File: src/rtl/ysyx_24110006_idu_q.sv
// Queued instruction-decode stage between the IFU and the EXU.
// Buffers up to DEPTH instruction/PC pairs behind valid/ready handshakes on
// both sides and decodes the head entry combinationally. A flush drops every
// queued entry so fetch can be redirected.
module ysyx_24110006_idu_q #(
    parameter int DEPTH = 2,
    parameter int PC_W  = 32,
    parameter int CNT_W = $clog2(DEPTH + 1)
) (
    input  logic             i_clock,
    input  logic             i_reset_n,
    input  logic             i_flush,
    input  logic             i_valid,
    output logic             o_ready,
    input  logic [31:0]      i_inst,
    input  logic [PC_W-1:0]  i_pc,
    output logic             o_valid,
    input  logic             i_ready,
    output logic [PC_W-1:0]  o_pc,
    output logic [6:0]       o_op,
    output logic [2:0]       o_func,
    output logic [4:0]       o_reg_rd,
    output logic [4:0]       o_reg_rs1,
    output logic [4:0]       o_reg_rs2,
    output logic [31:0]      o_imm,
    output logic [1:0]       o_csr_t,
    output logic             o_illegal,
    output logic [CNT_W-1:0] o_count
);

    // A one-entry queue still needs a one-bit pointer to keep the vectors legal.
    localparam int PTR_W = (DEPTH > 1) ? $clog2(DEPTH) : 1;
    localparam logic [PTR_W-1:0] PTR_LAST = PTR_W'(DEPTH - 1);
    localparam logic [CNT_W-1:0] CNT_MAX  = CNT_W'(DEPTH);

    localparam logic [6:0] OP_IMM    = 7'b0010011;
    localparam logic [6:0] OP_JALR   = 7'b1100111;
    localparam logic [6:0] OP_LOAD   = 7'b0000011;
    localparam logic [6:0] OP_SYSTEM = 7'b1110011;
    localparam logic [6:0] OP_LUI    = 7'b0110111;
    localparam logic [6:0] OP_AUIPC  = 7'b0010111;
    localparam logic [6:0] OP_JAL    = 7'b1101111;
    localparam logic [6:0] OP_STORE  = 7'b0100011;
    localparam logic [6:0] OP_BRANCH = 7'b1100011;
    localparam logic [6:0] OP_REG    = 7'b0110011;

    localparam logic [1:0] CSR_MRET  = 2'b00;
    localparam logic [1:0] CSR_CSRW  = 2'b01;
    localparam logic [1:0] CSR_NONE  = 2'b10;
    localparam logic [1:0] CSR_ECALL = 2'b11;

    logic [31:0]      inst_mem [DEPTH];
    logic [PC_W-1:0]  pc_mem   [DEPTH];
    logic [PTR_W-1:0] rd_ptr;
    logic [PTR_W-1:0] wr_ptr;
    logic [CNT_W-1:0] count;

    logic             push;
    logic             pop;
    logic [31:0]      head_inst;
    logic             legal_op;

    // Explicit wrap so non-power-of-two pointer ranges could never walk off the end.
    function automatic logic [PTR_W-1:0] ptr_inc(input logic [PTR_W-1:0] p);
        return (p == PTR_LAST) ? '0 : p + 1'b1;
    endfunction

    // Ready depends only on stored occupancy, so there is no path from i_ready.
    assign o_ready = (count < CNT_MAX);
    assign o_valid = (count != '0);
    assign o_count = count;

    assign push = i_valid && o_ready;
    assign pop  = o_valid && i_ready;

    // Queue state: flush beats push/pop and leaves storage untouched.
    always_ff @(posedge i_clock or negedge i_reset_n) begin
        if (!i_reset_n) begin
            count  <= '0;
            rd_ptr <= '0;
            wr_ptr <= '0;
            for (int i = 0; i < DEPTH; i++) begin
                inst_mem[i] <= '0;
                pc_mem[i]   <= '0;
            end
        end else if (i_flush) begin
            count  <= '0;
            rd_ptr <= '0;
            wr_ptr <= '0;
        end else begin
            if (push) begin
                inst_mem[wr_ptr] <= i_inst;
                pc_mem[wr_ptr]   <= i_pc;
                wr_ptr           <= ptr_inc(wr_ptr);
            end
            if (pop) begin
                rd_ptr <= ptr_inc(rd_ptr);
            end
            if (push && !pop) begin
                count <= count + 1'b1;
            end else if (pop && !push) begin
                count <= count - 1'b1;
            end
        end
    end

    assign head_inst = inst_mem[rd_ptr];
    assign o_pc      = pc_mem[rd_ptr];
    assign o_op      = head_inst[6:0];
    assign o_func    = head_inst[14:12];
    assign o_reg_rd  = head_inst[11:7];
    assign o_reg_rs1 = head_inst[19:15];
    assign o_reg_rs2 = head_inst[24:20];

    // Immediate reassembly and opcode legality, chosen by the head opcode.
    always_comb begin
        o_imm    = '0;
        legal_op = 1'b1;
        unique case (head_inst[6:0])
            OP_IMM, OP_JALR, OP_LOAD, OP_SYSTEM:
                o_imm = {{20{head_inst[31]}}, head_inst[31:20]};
            OP_LUI, OP_AUIPC:
                o_imm = {head_inst[31:12], 12'b0};
            OP_JAL:
                o_imm = {{12{head_inst[31]}}, head_inst[19:12], head_inst[20],
                         head_inst[30:21], 1'b0};
            OP_STORE:
                o_imm = {{20{head_inst[31]}}, head_inst[31:25], head_inst[11:7]};
            OP_BRANCH:
                o_imm = {{20{head_inst[31]}}, head_inst[7], head_inst[30:25],
                         head_inst[11:8], 1'b0};
            OP_REG:
                o_imm = {25'b0, head_inst[31:25]};
            default: begin
                o_imm    = '0;
                legal_op = 1'b0;
            end
        endcase
    end

    // SYSTEM sub-classification: bit 21 separates MRET from ECALL when funct3 is zero.
    always_comb begin
        o_csr_t = CSR_NONE;
        if (head_inst[6:0] == OP_SYSTEM) begin
            if (head_inst[14:12] != 3'b000) begin
                o_csr_t = CSR_CSRW;
            end else if (head_inst[21]) begin
                o_csr_t = CSR_MRET;
            end else begin
                o_csr_t = CSR_ECALL;
            end
        end
    end

    assign o_illegal = o_valid && !legal_op;

endmodule

File: config.mk
export PLATFORM = sky130hd
export DESIGN_NAME = ysyx_24110006_idu_q
export DESIGN_NICKNAME = d
export VERILOG_FILES = /design/src/rtl/ysyx_24110006_idu_q.sv
export SDC_FILE = /design/constraint.sdc
export NUM_CORES = 1
export LEC_CHECK = 0
export ABC_AREA = 1
export BUFFER_PORTS_ARGS = -buffer_cell sky130_fd_sc_hd__buf_2
export CAP_MARGIN = 20
export CORE_AREA = 2 2 113 115
export CTS_BUF_LIST = sky130_fd_sc_hd__clkbuf_16
export DETAILED_ROUTE_END_ITERATION = 16
export DIE_AREA = 0 0 115 117
export MAX_ROUTING_LAYER = met4
export PLACE_DENSITY = 0.92
export SYNTH_ARGS = -nofsm -noshare
export SYNTH_HDL_FRONTEND = slang
export SYNTH_SLANG_ARGS = --single-unit
File: constraint.sdc
create_clock -name i_clock -period 4.68 [get_ports i_clock]
set_input_delay 1.404 -clock i_clock [delete_from_list [all_inputs] [get_ports i_clock]]
set_output_delay 1.404 -clock i_clock [all_outputs]
set_load 0.02 [all_outputs]
==> reports/results.ini <==
[status]
status = completed

[clock_network]
numCtsBuffers = 17
cts-hold-fix-buffers = 0
htreeDepth = 4
clk_path_buf_depth = 2
clkSinkCount = 132
cts_setup_buffers = 0
clk_latency_ns = 0.42
root_buffer = clkbuf_16
post_cts_resized = 0
cts_tree = built
cts.clk_slew.worst_paths_ns = 0.05

[timing]
tns_ns = 0
max_freq_ghz = 0.241
finalCriticalPeriod_ns = 4.16
setup_viol = 0
worst_pin_slew_ns = 0.901
hold_viol = 0
fin_skew_ns = 0.00789
setup_slack_ns = 0.525
maxSlewHeadroom_pct = 39.9
rsz0062_at_grt = no
timing.final.crit_share_pct = 88.8
drv_slew = 0

[synth]
synth_mux_area_share_pct = 0
ys.warnings.count = 0
syn-num-nets = 984
synth_compound_area_share_pct = 11.7
synth_top_family_by_area = simple AND/OR/NAND/NOR gates
synth_xor_area_share_pct = 0.130
syn_inst = 915
synthesis.area_mm2 = 0.00675
yosysUniqueCellTypes = 28
synthAdderAreaFrac_pct = 0
syn_avg_cell_area_um2 = 7.38
yosys.area_share.simple_pct = 29.9
seq_area_frac_synth_pct = 48.9
ys_seq_elements = 132

[cells_and_area]
multi_input_area_mm2 = 0.00283
seqCellArea_mm2 = 0.00330
nFillCells = 1028
synthToLayoutAreaGrowth_pct = 21.8
final_nets = 1123
final_common_cell = nand2_1
drive_gt1_share_pct = 23.2
layout.cells.most_common_list = 382 x nand2_1, 163 x buf_2, 141 x o21ai_0

[setup_path]
worstPathArrival_ns = 2.75
path_max_fanout = 19
required_ns = 3.28
r2r_setup_slack_ns = 2.55
rr_startpoint = o_count[1]
crit_path_end_kind = output port
worstSetupPathType = register to output port
startpoint_type = register
r2r-end = inst_mem[61]
reg2reg_depth = 5

[grt]
antenna_found_initial = 1
grt_max_degree = 129
grt_pass1_vias = 5792
grt_pass1_wl_um = 27300
grt_overflow_total = 0
track_usage_pct = 26.8

[pwr]
powerDensity_mw_per_mm2 = 680
power_frac_comb_pct = 40.5
netSwitchingPower_mw = 2.37
switching_share_pct = 42.3
power_frac_seq_pct = 36.0
p_int_mw = 3.23
p_leak_nw = 4.90
clockPowerShare_pct = 23.6
vdd_drop_max_mv = 0.455

[job]
drv_cap = 0

[route]
drc_errors = 0
wl_per_cell_um = 13.7
dr_total_vias = 6325
totalWireLength_um = 16700
viasPerCell = 5.19
drtAntennaViolNets = 0
drt_iter0_markers = 613
dr.pass1.iters = 7

[placed_design]
portBuffers = 164
routabilityCongestion = 0.959
dpl.hpwl_um = 11100
place_ws_ns = 1.01

[worst_hold_path]
hold_end = pc_mem[36]
hold_path.startpoint = pc_mem[36]
hold_class = register to register
hold-path-cell-count = 2

[die]
fp.dieW_um = 115
fp.dieH_um = 117
initial_utilization_pct = 54.8
die-area_mm2 = 0.0135
core_region_area_mm2 = 0.0123
row_count = 41
boundaryPins = 165

[registers in the layout, summed over array words and instances (netlist names)]
| register | cells |
|---|---|
| wr_ptr | 1 |
| inst_mem | 64 |
| o_count | 2 |
| rd_ptr | 1 |
| pc_mem | 64 |
[critical path, cell delays in order (launching register included)]
cell	delay (ns)
dfrtp_2	0.53
inv_2	0.20
nand2_1	0.07
nand2_1	0.08
nand2_1	0.13
nor2_2	0.46
nand2_2	0.15
nand2_2	0.12
nand2_2	0.23
nand3_2	0.17
buf_2	0.17
[cells by family after synthesis]
kind of cell | after synthesis
AO/OA/AOI/OAI | 153
XOR/XNOR | 1
buffers and inverters | 154
flip-flops | 132
AND/OR/NAND/NOR | 475
[layout make-up]
class | count | share of cell area (%)
flip-flops and latches | 132 | 40.2
multi-input cells | 629 | 34.5
repair buffers | 170 | 11.1
clock buffers | 17 | 5.18
inverters | 104 | 4.75
well taps | 150 | 2.28
clock inverters | 15 | 1.98
diodes | 1 | 0.0304
[worst max path at each step]
stage          startpoint         end  depth (start not counted)
2_1_floorplan      rd_ptr  o_csr_t[0]                          5
3_3_place_gp       rd_ptr   o_imm[26]                         10
3_5_place_dp       rd_ptr   o_imm[26]                         10
4_1_cts            rd_ptr   o_imm[26]                         10
5_1_grt            rd_ptr   o_imm[30]                         10
6_report           rd_ptr   o_imm[26]                         10
[cells in the mapped netlist (all sizes together)]
library cell | instances | area, um^2
a31oi | 1 | 6.26
nand2 | 393 | 1510
nand3b | 1 | 7.51
xor2 | 1 | 8.76
nor2 | 34 | 150
or2 | 1 | 6.26
nand3 | 46 | 348
dfrtp | 132 | 3300
a21oi | 3 | 15.0
inv | 104 | 390
o21ai | 145 | 737
a21boi | 2 | 15.0
o22ai | 1 | 6.26
a31o | 1 | 8.76
buf | 21 | 133
clkbuf | 29 | 109
[layer usage]
layer,vias to the layer above,GRT usage (%),share of wire [%]
li1,3101,-,-
met1,2946,34.6,43
met2,250,42.2,49
met3,28,6.75,6.3
met4,0,8.11,1.5
met5,-,-,0
[stage by stage]
stage	hold WS [ns]	cell area, um^2	utilization (%)	instances	power, mW
after floorplan	0.446	6750	-	915	3.51
after global placement	0.460	7600	61.7	1184	4.18
after detailed placement	0.470	7600	61.7	1184	4.25
after CTS	0.484	8190	66.5	1216	5.59
after global routing	0.499	8220	66.8	1218	6.01
final	0.480	8220	66.8	1218	5.59
[power groups by stage]
stage,clock network [mW],logic [mW],registers [mW]
after floorplan,0,1.58,1.94
after global placement,0,2.19,1.99
after detailed placement,0,2.24,2.01
after CTS,1.34,2.25,2.00
after global routing,1.40,2.53,2.08
final,1.32,2.26,2.01
Power figures use the tool's default switching activity.
